`config.mk`:
```
export PLATFORM = sky130hd
export DESIGN_NAME = inst_seq
export DESIGN_NICKNAME = d
export VERILOG_FILES = /design/src/rtl/inst_seq.sv
export SDC_FILE = /design/constraint.sdc
export NUM_CORES = 1
export LEC_CHECK = 0
export ABC_AREA = 0
export CAP_MARGIN = 20
export CORE_MARGIN = 10
export CORE_UTILIZATION = 35
export CTS_CLUSTER_DIAMETER = 50
export DETAILED_ROUTE_END_ITERATION = 8
export DONT_BUFFER_PORTS = 1
export GPL_ROUTABILITY_DRIVEN = 0
export MAX_ROUTING_LAYER = met4
export PLACE_DENSITY = 0.47
export SYNTH_ARGS = -nofsm -noshare
export SYNTH_HDL_FRONTEND = slang
export SYNTH_SLANG_ARGS = --single-unit
```
`constraint.sdc`:
```
create_clock -name CLK -period 3.9 [get_ports CLK]
set_clock_uncertainty 0.05 [all_clocks]
set_input_delay 0.195 -clock CLK [delete_from_list [all_inputs] [get_ports CLK]]
set_output_delay 0.195 -clock CLK [all_outputs]
set_load 0.05 [all_outputs]
```
`src/rtl/inst_seq.sv`:
```
// inst_seq: instruction sequencer FSM.
// States run IDLE -> FETCH -> DECODE -> EXEC -> (MEM) -> WB and then back to
// FETCH or IDLE. All strobes are decoded from the registered state only.
// Optional feature: define INST_SEQ_TIMEOUT_EN to add an 8-bit wait counter
// that aborts a stalled FETCH or load with the sticky MEM_ERR flag.
module inst_seq #(
   parameter int unsigned TIMEOUT_CYCLES = 16
) (
   input  logic        CLK,
   input  logic        RST_N,
   input  logic        START,
   input  logic        FETCH_READY,
   input  logic [1:0]  MEM_OP,
   input  logic        WRITE_ENB,
   input  logic        READ_READY,
   output logic        FETCH_REQ,
   output logic        INST_ENB,
   output logic        LSU_REQ,
   output logic        REG_WE,
   output logic        PC_CLK,
   output logic        BUSY,
   output logic [2:0]  STATE,
   output logic [31:0] INST_CNT,
   output logic        MEM_ERR
);

   typedef enum logic [2:0] {
      S_IDLE   = 3'd0,
      S_FETCH  = 3'd1,
      S_DECODE = 3'd2,
      S_EXEC   = 3'd3,
      S_MEM    = 3'd4,
      S_WB     = 3'd5
   } state_t;

   localparam logic [1:0] OP_STORE = 2'd1;
   localparam logic [1:0] OP_LOAD  = 2'd2;

   // The wait limit must fit the 8-bit counter and allow at least one retry.
   if (TIMEOUT_CYCLES < 2 || TIMEOUT_CYCLES > 255) begin : g_bad_timeout
      $error("inst_seq: TIMEOUT_CYCLES out of range 2..255");
   end

   state_t      state_q, state_nxt;
   logic [1:0]  mem_op_q;
   logic        we_q;
   logic [31:0] inst_cnt_q;
   logic        tmo;        // wait limit reached in this cycle

   // State register.
   always_ff @(posedge CLK or negedge RST_N) begin
      if (!RST_N) state_q <= S_IDLE;
      else        state_q <= state_nxt;
   end

   // Capture the decoder's memory op and write request at the end of EXEC.
   always_ff @(posedge CLK or negedge RST_N) begin
      if (!RST_N) begin
         mem_op_q <= 2'd0;
         we_q     <= 1'b0;
      end else if (state_q == S_EXEC) begin
         mem_op_q <= MEM_OP;
         we_q     <= WRITE_ENB;
      end
   end

   // Retired-instruction counter; bumps on the edge that leaves WB.
   always_ff @(posedge CLK or negedge RST_N) begin
      if (!RST_N)                inst_cnt_q <= 32'd0;
      else if (state_q == S_WB)  inst_cnt_q <= inst_cnt_q + 32'd1;
   end

   // Next-state and Moore strobe decode.
   always_comb begin
      state_nxt = state_q;
      FETCH_REQ = 1'b0;
      INST_ENB  = 1'b0;
      LSU_REQ   = 1'b0;
      REG_WE    = 1'b0;
      PC_CLK    = 1'b0;
      case (state_q)
         S_IDLE: begin
            if (START) state_nxt = S_FETCH;
         end
         S_FETCH: begin
            FETCH_REQ = 1'b1;
            if (FETCH_READY) state_nxt = S_DECODE;
            else if (tmo)    state_nxt = S_IDLE;
         end
         S_DECODE: begin
            INST_ENB  = 1'b1;
            state_nxt = S_EXEC;
         end
         S_EXEC: begin
            // Op code 3 is treated as no memory access.
            if (MEM_OP == OP_STORE || MEM_OP == OP_LOAD) state_nxt = S_MEM;
            else                                        state_nxt = S_WB;
         end
         S_MEM: begin
            LSU_REQ = 1'b1;
            if (mem_op_q != OP_LOAD) state_nxt = S_WB;
            else if (READ_READY)     state_nxt = S_WB;
            else if (tmo)            state_nxt = S_IDLE;
         end
         S_WB: begin
            PC_CLK    = 1'b1;
            REG_WE    = we_q;
            state_nxt = START ? S_FETCH : S_IDLE;
         end
         default: state_nxt = S_IDLE;
      endcase
   end

`ifdef INST_SEQ_TIMEOUT_EN
   logic [7:0] wait_cnt_q;
   logic       waiting;
   logic       mem_err_q;

   assign waiting = (state_q == S_FETCH && !FETCH_READY) ||
                    (state_q == S_MEM && mem_op_q == OP_LOAD && !READ_READY);
   assign tmo     = waiting && (wait_cnt_q == 8'(TIMEOUT_CYCLES - 1));

   // Stall counter; restarts on every state change so each wait is timed alone.
   always_ff @(posedge CLK or negedge RST_N) begin
      if (!RST_N)                      wait_cnt_q <= 8'd0;
      else if (state_nxt != state_q)   wait_cnt_q <= 8'd0;
      else if (waiting)                wait_cnt_q <= wait_cnt_q + 8'd1;
   end

   // Sticky error: set on a timeout abort, cleared when the next fetch begins.
   always_ff @(posedge CLK or negedge RST_N) begin
      if (!RST_N)                                          mem_err_q <= 1'b0;
      else if (tmo)                                        mem_err_q <= 1'b1;
      else if (state_q == S_IDLE && state_nxt == S_FETCH)  mem_err_q <= 1'b0;
   end

   assign MEM_ERR = mem_err_q;
`else
   assign tmo     = 1'b0;
   assign MEM_ERR = 1'b0;
`endif

   assign BUSY     = (state_q != S_IDLE);
   assign STATE    = state_q;
   assign INST_CNT = inst_cnt_q;

endmodule
```
After elaboration in Yosys (flattened, before gate mapping)
Cells that the tools add are included.

Bits of input ports: 8. ROM bits: 0. Bits in writable memories: 0. Memories kept: 0. Latch bits: 0. Output and inout port bits: 42. Bits in registers: 38.

Magnitude comparators: 0. Add/subtract/negate cells: 1. Bitwise operators: 0. Equal/unequal tests: 11. Shifts and indexed selects: 0. Div/mod/pow operators: 0. Reductions and logical operators: 4. $mul: 0. Multiplexer cells: 12.

Operators with widths (count): $add 32x1->32 const B (1); $pmux 3 s6 (1); $mux 3 (4); $mux 1 (7); $eq 3x2->1 const B (2); $eq 3x3->1 const B (2); $ne 2x2->1 const B (3); $eq 3x1->1 const B (1); $logic_not 3->1 (1); $ne 3x3->1 const B (1); $reduce_and 3->1 (1); $reduce_bool 3->1 (1); $eq 2x1->1 const B (1); $eq 2x2->1 const B (1); $logic_or 1x1->1 (1).

Logic depth before layout (Yosys ltp)
Gate-level depths: netlist (run 1).

Depth in word-level cells: 4. Depth in mapped cells: 6. Gate-level depth less buffers: 5.

Least setup slack after synthesis (run 1)
OpenSTA, ideal clock, no wires.

Path type: reg-to-reg. From: reg state_q[2] (netlist: STATE[2]). To: reg state_q[2] (netlist: STATE[2]). Slack: 1.462 ns. Arrival time: 2.315 ns. Required time: 3.778 ns. Setup time: 0.072 ns. Clock period less this slack: 2.438 ns. Buffers on the path: 1. Cell stages (with the launch flop): 4. Cells stage by stage: dfrtp_1 > buf_2 > nor3b_1 > nand2b_1.

Cells in the longest elaborated chain, start to end: 3. Elaborated cells between the ends (all ways): 11. Those cells by class: 8 x eq/ne; 1 x mux; 2 x reduce/logical.

Ends and longest elaborated chain: from (decl) (line 44) `state_t state_q, state_nxt;`; from (signal assigned) (line 53) `else state_q <= state_nxt;`; $eq 3x3->1, or another cell as far along (line 81) `case (state_q)`; $ne 3x3->1 (no source line) / $ne 2x2->1 (equally long branches); $reduce_and 3->1 (no source line).

Several ways; a longest one is shown, not always the timed one. A chain may end at the register's enable or synchronous reset.

Final worst setup path (run 1)
From: reg state_q[0] (netlist: STATE[0]). To: out REG_WE.

Cells in the longest elaborated chain, start to end: 2.

Ends and longest elaborated chain: $eq 3x3->1 (line 81); $mux 1 (line 81); to (decl) (line 19) `output logic REG_WE,`.

No other way between the ends.

==> impl_metrics.env, run 1 <==
export IMPL_status="complete, no violations"
export IMPL_synthesis_instances=159
export IMPL_p_sw_frac=0.377
export IMPL_cp_end_kind="primary output"
export IMPL_finalSetupViolations=0
export IMPL_synth_area_per_cell_um2=11.6
export IMPL_htreeDepth=2
export IMPL_worst_pin_slew_ps=895
export IMPL_critPathMaxFanout=12
export IMPL_grt_max_degree=39
export IMPL_vias_per_cell=5.15
export IMPL_drt_wl_total_um=4230
export IMPL_grt_pass1_wl_um=6930
export IMPL_netlist_area_um2=1850
export IMPL_initial_utilization=0.362
export IMPL_hp_class="in2reg"
export IMPL_cap_violations=0
export IMPL_p_int_uw=800
export IMPL_dpl_cell_count=224
export IMPL_place_hpwl_um=3150
export IMPL_ys_types=35
export IMPL_max_freq_ghz=0.415
export IMPL_globalRoute_totalOverflow=0
export IMPL_drt_first_iter_violations=35
export IMPL_rows=26
export IMPL_period_share=0.618
export IMPL_reg2reg_to="INST_CNT[24]"
export IMPL_clk_pin_slew_ps=80
export IMPL_crit_path_start="STATE[0]"
export IMPL_drc_errors=0
export IMPL_fill_cells=486
export IMPL_n_antenna_cell=0
export IMPL_cts_tree="yes"
export IMPL_path_class="reg2out"
export IMPL_core_um2=5110
export IMPL_combPwrFrac=0.179
export IMPL_setup_slack_ps=1490
export IMPL_area_growth_syn_to_layout_pct=15.6
export IMPL_die_y_um=92.7
export IMPL_io_pins=50
export IMPL_slew_headroom=0.401
export IMPL_reg2regPathDepth=5
export IMPL_switchingPower_uw=484
export IMPL_p_clk_frac=0.321
export IMPL_ir_drop_uv=413
export IMPL_grt_total_usage=0.104
export IMPL_critPathArrivalTime_ps=2160
export IMPL_synth_most_common_cell="dfrtp_1"
export IMPL_yosysSeqAreaShare=0.514
export IMPL_worstReg2RegStart="STATE[0]"
export IMPL_hold_depth=2
export IMPL_cts_setup_buffers=0
export IMPL_antenna_found_initial=0
export IMPL_ys_seq_elements=38
export IMPL_rrSetupSlack_ps=1600
export IMPL_cts_root_buf="clkbuf_8"
export IMPL_yosys_area_top_type="dfrtp_1"
export IMPL_min_from="FETCH_READY"
export IMPL_die_w_um=92.7
export IMPL_synthesis_nets=168
export IMPL_layoutNonFillerInstCount=238
export IMPL_drive_gt1_frac=0.131
export IMPL_final_setup_tns_ps=0
export IMPL_ctsResizeCount=0
export IMPL_finalHoldViolCount=0
export IMPL_period_needed_ps=2410
export IMPL_fin_nets=176
export IMPL_wl_per_cell_um=17.8
export IMPL_cp_start_kind="flip-flop"
export IMPL_antenna_left=0
export IMPL_utilization=0.419
export IMPL_synthFlopType="dfrtp_1"
export IMPL_clk_latency_ps=290
export IMPL_synth_edf_count=0
export IMPL_grt_pass1_vias=1253
export IMPL_slew_viol_final=0
export IMPL_die_area_um2=8600
export IMPL_clockBufferDepth=2
export IMPL_netlist_area_leader_share=0.514
export IMPL_portBuffers=0
export IMPL_yosys_top_cells_area="dfrtp_1 51%, xnor2_1 11%, xor2_1 3.8%"
export IMPL_cts_buffers=5
export IMPL_total_power_uw=1280
export IMPL_ctsHoldBuffers=6
export IMPL_vias=1226
export IMPL_cts_sink_count=38
export IMPL_critPathRequiredTime_ps=3650
export IMPL_async_flop_share=1.00
export IMPL_powerDensity_nw_per_um2=600
export IMPL_pwr_share_seq=0.500
export IMPL_p_leak_uw=0.000960
export IMPL_yosysWarnings=0
export IMPL_whs_endpoint="STATE[0]"
export IMPL_dpl_worst_slack_ps=1570
export IMPL_rsz0062_at_grt="false"
export IMPL_drt_pre_antenna_iters=4
export IMPL_yosys_top_cells_count="38 x dfrtp_1, 24 x xnor2_1, 12 x nand3_1"
cells by family after synthesis:
family | share of synthesized area
mux | 0.0243
xor+xnor | 0.151
compound gates | 0.0196
other cells | 0.00203
flops | 0.514
buf+inv | 0.0196
simple gates | 0.262
fa+ha+maj | 0.00676
layout make-up:
class,count,area (µm²),area share
timing repair buffer,7,77.6,0.0363
multi-input combinational,113,873,0.408
inverter,2,7.51,0.00351
clock buffer,6,82.6,0.0386
tap,70,87.6,0.0409
clock inverter,2,60.1,0.0281
sequential,38,951,0.444
worst max path at each step:
stage | to | slack, ps | cells after the start
global route | REG_WE | 1370 | 3
CTS | REG_WE | 1460 | 3
floorplan | STATE[2] | 1460 | 3
finish | REG_WE | 1490 | 3
detailed placement | INST_CNT[24] | 1570 | 5
global placement | INST_CNT[24] | 1590 | 5
cells in the final DEF, fill, tap and decap left out, types with 2 or more instances in the layout:
| master | n |
|---|---|
| nor3_1 | 2 |
| nand3_1 | 12 |
| o21ai_0 | 2 |
| xnor2_1 | 24 |
| nor4b_1 | 2 |
| and2_1 | 5 |
| dfrtp_1 | 38 |
| dlygate4sd3_1 | 5 |
| nand4_1 | 11 |
| bufinv_16 | 2 |
| a21oi_1 | 2 |
| and4_1 | 4 |
| nor2_1 | 3 |
| mux2_2 | 4 |
| nand2b_1 | 2 |
| inv_1 | 2 |
| xor2_1 | 8 |
| clkbuf_8 | 6 |
| nand3b_1 | 2 |
| nor3b_2 | 2 |
| nand2_1 | 6 |
| and3_1 | 9 |
critical path, cell delays in order, from the launching register on:
cell and delay, ps:
dfrtp_1 880, and3b_1 260, buf_4 240, and2_1 480
power groups by stage:
stage | Combinational [µW] | Clock, µW | Sequential, µW
3_5_place_dp | 219 | 0 | 654
6_report | 230 | 412 | 643
3_3_place_gp | 217 | 0 | 649
5_1_grt | 251 | 438 | 656
4_1_cts | 234 | 423 | 646
2_1_floorplan | 225 | 0 | 601
sequential cells by signal (all words and copies together) (netlist names):
name and flops:
INST_CNT 32, STATE 3, mem_op_q 2, we_q 1
metrics by stage:
step	hold WS, ps	area, µm²
floorplan	-151	1850
global placement	-149	1930
detailed placement	-149	1930
CTS	42.6	2140
global route	86.9	2140
finish	57.9	2140
layer usage:
| layer | up-vias | global-route usage | wire length [µm] |
|---|---|---|---|
| met2 | 37 | 0.152 | 1940 |
| met5 | - | - | 0 |
| li1 | 579 | - | - |
| met3 | 5 | 0.0517 | 367 |
| met4 | 0 | 0.0308 | 44 |
| met1 | 605 | 0.122 | 1880 |
No activity file was read; power rests on OpenSTA's default activity.
==> inputs of run 2 (changes only) <==
- clock period: 3.9 -> 2.35 ns (I/O delays scaled with it)
==> impl_metrics.env, run 2 (synthesis gave the netlist of run 1 again) <==
export IMPL_fill_cells=493
export IMPL_drt_wl_total_um=4510
export IMPL_combPwrFrac=0.385
export IMPL_period_share=0.750
export IMPL_drc_errors=0
export IMPL_rsz0062_at_grt="false"
export IMPL_area_growth_syn_to_layout_pct=29.5
export IMPL_n_antenna_cell=0
export IMPL_largest_reg_flops=32
export IMPL_htreeDepth=2
export IMPL_switchingPower_uw=822
export IMPL_cts_sink_count=38
export IMPL_drt_pre_antenna_iters=3
export IMPL_slew_viol_final=0
export IMPL_period_needed_ps=1760
export IMPL_powerDensity_nw_per_um2=856
export IMPL_wl_per_cell_um=16.3
export IMPL_initial_utilization=0.362
export IMPL_max_freq_ghz=0.567
export IMPL_critPathRequiredTime_ps=2480
export IMPL_grt_max_degree=39
export IMPL_rows=26
export IMPL_antenna_left=0
export IMPL_die_y_um=92.7
export IMPL_hp_class="in2reg"
export IMPL_critPathSlowestCell="nor4_4"
export IMPL_cp_num_cells=4
export IMPL_antenna_found_initial=0
export IMPL_final_setup_tns_ps=0
export IMPL_clockBufferDepth=2
export IMPL_p_clk_frac=0.224
export IMPL_cap_violations=0
export IMPL_cts_root_buf="clkbuf_8"
export IMPL_cts_buffers=5
export IMPL_cts_tree="yes"
export IMPL_cp_start_kind="flip-flop"
export IMPL_die_w_um=92.7
export IMPL_hold_depth=3
export IMPL_clk_pin_slew_ps=70
export IMPL_reg2regPathDepth=4
export IMPL_finalHoldViolCount=0
export IMPL_cp_end_kind="flip-flop"
export IMPL_drt_first_iter_violations=43
export IMPL_grt_total_usage=0.111
export IMPL_globalRoute_totalOverflow=0
export IMPL_place_hpwl_um=3410
export IMPL_pwr_share_seq=0.392
export IMPL_total_power_uw=2050
export IMPL_grt_pass1_vias=1468
export IMPL_path_class="reg2reg"
export IMPL_p_int_uw=1230
export IMPL_cp_cell_sequence="nand4_1 > nor4_4 > or3b_1 > xnor2_1"
export IMPL_status="complete, no violations"
export IMPL_fin_nets=215
export IMPL_mostFrequentLayoutCells="38 x dfrtp_1, 38 x buf_4, 24 x xnor2_1, 12 x nand3_1, 11 x nand4_1"
export IMPL_vias=1364
export IMPL_cp_top_family="simple AND/OR/NAND/NOR gates"
export IMPL_p_sw_frac=0.401
export IMPL_p_leak_uw=0.00115
export IMPL_clk_latency_ps=290
export IMPL_die_area_um2=8600
export IMPL_cts_setup_buffers=0
export IMPL_drive_gt1_frac=0.285
export IMPL_portBuffers=0
export IMPL_core_um2=5110
export IMPL_critPathMaxFanout=7
export IMPL_finalSetupViolations=0
export IMPL_vias_per_cell=4.92
export IMPL_ir_drop_uv=489
export IMPL_grt_pass1_wl_um=7450
export IMPL_worst_pin_slew_ps=635
export IMPL_slowest_delay_ps=480
export IMPL_slew_headroom=0.573
export IMPL_critPathBufInv=0
export IMPL_critPathArrivalTime_ps=1890
export IMPL_io_pins=50
run 2: changes by cell type in the layout (fill, tap and decap cells not counted), sizes merged:
cell,delta
buf,+38
bufinv,-2
clkbuf,+1
clkinv,+1
dlygate4sd3,+1
run 2: power groups by stage:
stage	combinational (µW)	clock [µW]	sequential [µW]
after floorplan	377	0	998
after global placement	760	0	812
after detailed placement	773	0	817
after CTS	800	479	805
after global routing	841	501	812
final	789	458	803
run 2: worst paths after layout:
path                         startpoint  slack (ps)            to
max                        INST_CNT[12]         590  INST_CNT[24]
min                           MEM_OP[0]         140      STATE[0]
max reg2reg                INST_CNT[12]         590  INST_CNT[24]
min reg2reg                        we_q         460          we_q
max in group asynchronous         RST_N        1820  INST_CNT[23]
min in group asynchronous         RST_N         230  INST_CNT[13]
run 2: timing repair:
item                       CTS  global route
resized for setup            0             0
hold endpoints to repair    43             0
hold buffers                 7             0
setup endpoints to repair    0             0
run 2: layout make-up:
class,instances,area (µm²),share of cell area
Inverter,2,7.51,0.00313
Clock inverter,1,5.00,0.00209
Sequential cell,38,951,0.397
Clock buffer,7,86.3,0.0360
Tap cell,70,87.6,0.0366
Multi-Input combinational cell,113,873,0.364
Timing Repair Buffer,46,385,0.161
run 2: worst reg2reg max path, delay by kind of cell (launching register included):
kind,cells,cell delay (ps)
AND/OR/NAND/NOR,3,1120
flip-flops,1,360
XOR/XNOR,1,130
run 2: stage by stage:
| stage | hold slack (ps) | cell area, µm² | utilization | setup slack, ps | cells |
|---|---|---|---|---|---|
| final | 141 | 2400 | 0.469 | 588 | 277 |
| after floorplan | -228 | 1860 | - | 6.04 | 159 |
| after global placement | -227 | 2220 | 0.436 | 582 | 262 |
| after detailed placement | -227 | 2220 | 0.436 | 563 | 262 |
| after global routing | 179 | 2400 | 0.469 | 394 | 277 |
| after CTS | 142 | 2400 | 0.469 | 540 | 277 |
run 2: layer usage:
metal	GRT usage	share of wire	wire length, µm	up-vias
li1	-	-	-	657
met1	0.127	0.45	2010	667
met2	0.173	0.47	2100	34
met3	0.0412	0.077	346	6
met4	0.0424	0.012	52	0
met5	-	0	0	-
==> inputs of run 3 (changes only) <==
- PLACE_DENSITY: 0.47 -> 0.49
- clock period: 2.35 -> 1.5 ns (I/O delays scaled with it)
==> impl_metrics.env, run 3 (synthesis gave the netlist of run 1 again) <==
export IMPL_fin_hold_ws_ps=106
export IMPL_critPathRequiredTime_ps=1630
export IMPL_critPathMaxFanout=6
export IMPL_placed_area_um2=2420
export IMPL_postLayoutCellArea_um2=2840
export IMPL_use_met2=0.203
export IMPL_largest_reg_flops=32
export IMPL_failed_checks="setup timing"
export IMPL_grt_total_usage=0.120
export IMPL_htreeDepth=2
export IMPL_finalHoldViolCount=0
export IMPL_reg2regPathDepth=6
export IMPL_drc_errors=0
export IMPL_clockBufferDepth=2
export IMPL_place_hpwl_um=3650
export IMPL_grt_pass1_wl_um=8110
export IMPL_area_growth_syn_to_layout_pct=53.5
export IMPL_dpl_worst_slack_ps=-96.5
export IMPL_period_share=1.08
export IMPL_antenna_left=0
export IMPL_grt_pass1_vias=1595
export IMPL_globalRoute_totalOverflow=0
export IMPL_fill_cells=454
export IMPL_n_antenna_cell=0
export IMPL_die_area_um2=8600
export IMPL_grt_use_met3=0.0428
export IMPL_status="finished, violations left"
export IMPL_vias=1484
export IMPL_io_pins=50
export IMPL_drt_wl_total_um=4820
export IMPL_cp_end_kind="flip-flop"
export IMPL_grt_max_degree=39
export IMPL_rows=26
export IMPL_initial_utilization=0.362
export IMPL_fin_nets=239
export IMPL_mostFrequentLayoutCells="48 x buf_4, 23 x xnor2_1, 21 x dfrtp_2, 17 x dfrtp_1, 11 x nand4_1"
export IMPL_cts_tree="yes"
export IMPL_antenna_found_initial=0
export IMPL_p_leak_uw=0.00135
export IMPL_core_um2=5110
export IMPL_max_freq_ghz=0.619
export IMPL_period_needed_ps=1610
export IMPL_clk_latency_ps=290
export IMPL_path_class="reg2reg"
export IMPL_cts_root_buf="clkbuf_8"
export IMPL_drive_gt1_frac=0.528
export IMPL_finalSetupViolations=19
export IMPL_cts_sink_count=38
export IMPL_wl_per_cell_um=16.0
export IMPL_die_w_um=92.7
export IMPL_gr_usage_met1=0.131
export IMPL_hp_class="in2reg"
export IMPL_hold_depth=4
export IMPL_cts_buffers=5
export IMPL_cp_start_kind="flip-flop"
export IMPL_ir_drop_uv=1470
export IMPL_vias_per_cell=4.93
export IMPL_cap_violations=0
export IMPL_critPathArrivalTime_ps=1740
export IMPL_rsz0062_at_grt="true"
export IMPL_slew_viol_final=0
export IMPL_busiest_layer="met2"
export IMPL_powerDensity_nw_per_um2=1350
export IMPL_setup_slack_ps=-114
export IMPL_mostFrequentLayoutCell="buf_4"
export IMPL_drt_pre_antenna_iters=2
export IMPL_portBuffers=0
export IMPL_final_setup_tns_ps=-988
export IMPL_rrSetupSlack_ps=-110
export IMPL_clk_pin_slew_ps=80
export IMPL_die_y_um=92.7
export IMPL_drt_first_iter_violations=49
run 3: report_power, final:
part,switching (µW),total [µW],internal [µW]
combinational,966,1700,736
clock,368,857,489
sequential,109,1270,1170
run 3: worst max-delay path, cell delays in order (launching register included):
cell and delay, ps:
dfrtp_2 370, nand4_1 230, buf_4 220, nor4_4 190
buf_4 180, nand4_1 110, xnor2_1 140
run 3: layout make-up:
cell class	instances	area [µm²]	area share
multi-input combinational	113	1010	0.354
sequential	38	977	0.344
timing repair buffer	70	653	0.230
tap	70	87.6	0.0308
clock buffer	5	68.8	0.0242
clock inverter	3	40.0	0.0141
inverter	2	7.51	0.00264
run 3: path summary, 6_finish.rpt:
check | from | endpoint
setup / recovery | INST_CNT[13] | INST_CNT[27]
max in group asynchronous | RST_N | INST_CNT[22]
min in group asynchronous | RST_N | INST_CNT[6]
setup reg to reg | INST_CNT[13] | INST_CNT[27]
hold / removal | READ_READY | STATE[0]
hold reg to reg | INST_CNT[31] | INST_CNT[31]
run 3: what timing repair did:
item | in CTS | in global routing
setup buffers | 4 | 5
pin swaps | 15 | 14
resized for setup | 21 | 14
gates cloned | 0 | 0
setup endpoints to repair | 19 | 29
hold endpoints to repair | 43 | 0
hold buffers | 7 | 0
run 3: layer usage:
metal / vias to the layer above / wire length [µm]
li1: 706 / -
met1: 738 / 1990
met2: 36 / 2480
met3: 4 / 309
met4: 0 / 38
met5: - / 0
run 3: metrics by stage:
step	utilization	instances	total power [µW]
after floorplan	-	159	2300
after global placement	0.475	277	2640
after detailed placement	0.475	277	2670
after CTS	0.535	296	3800
after global routing	0.556	301	4020
final	0.556	301	3830
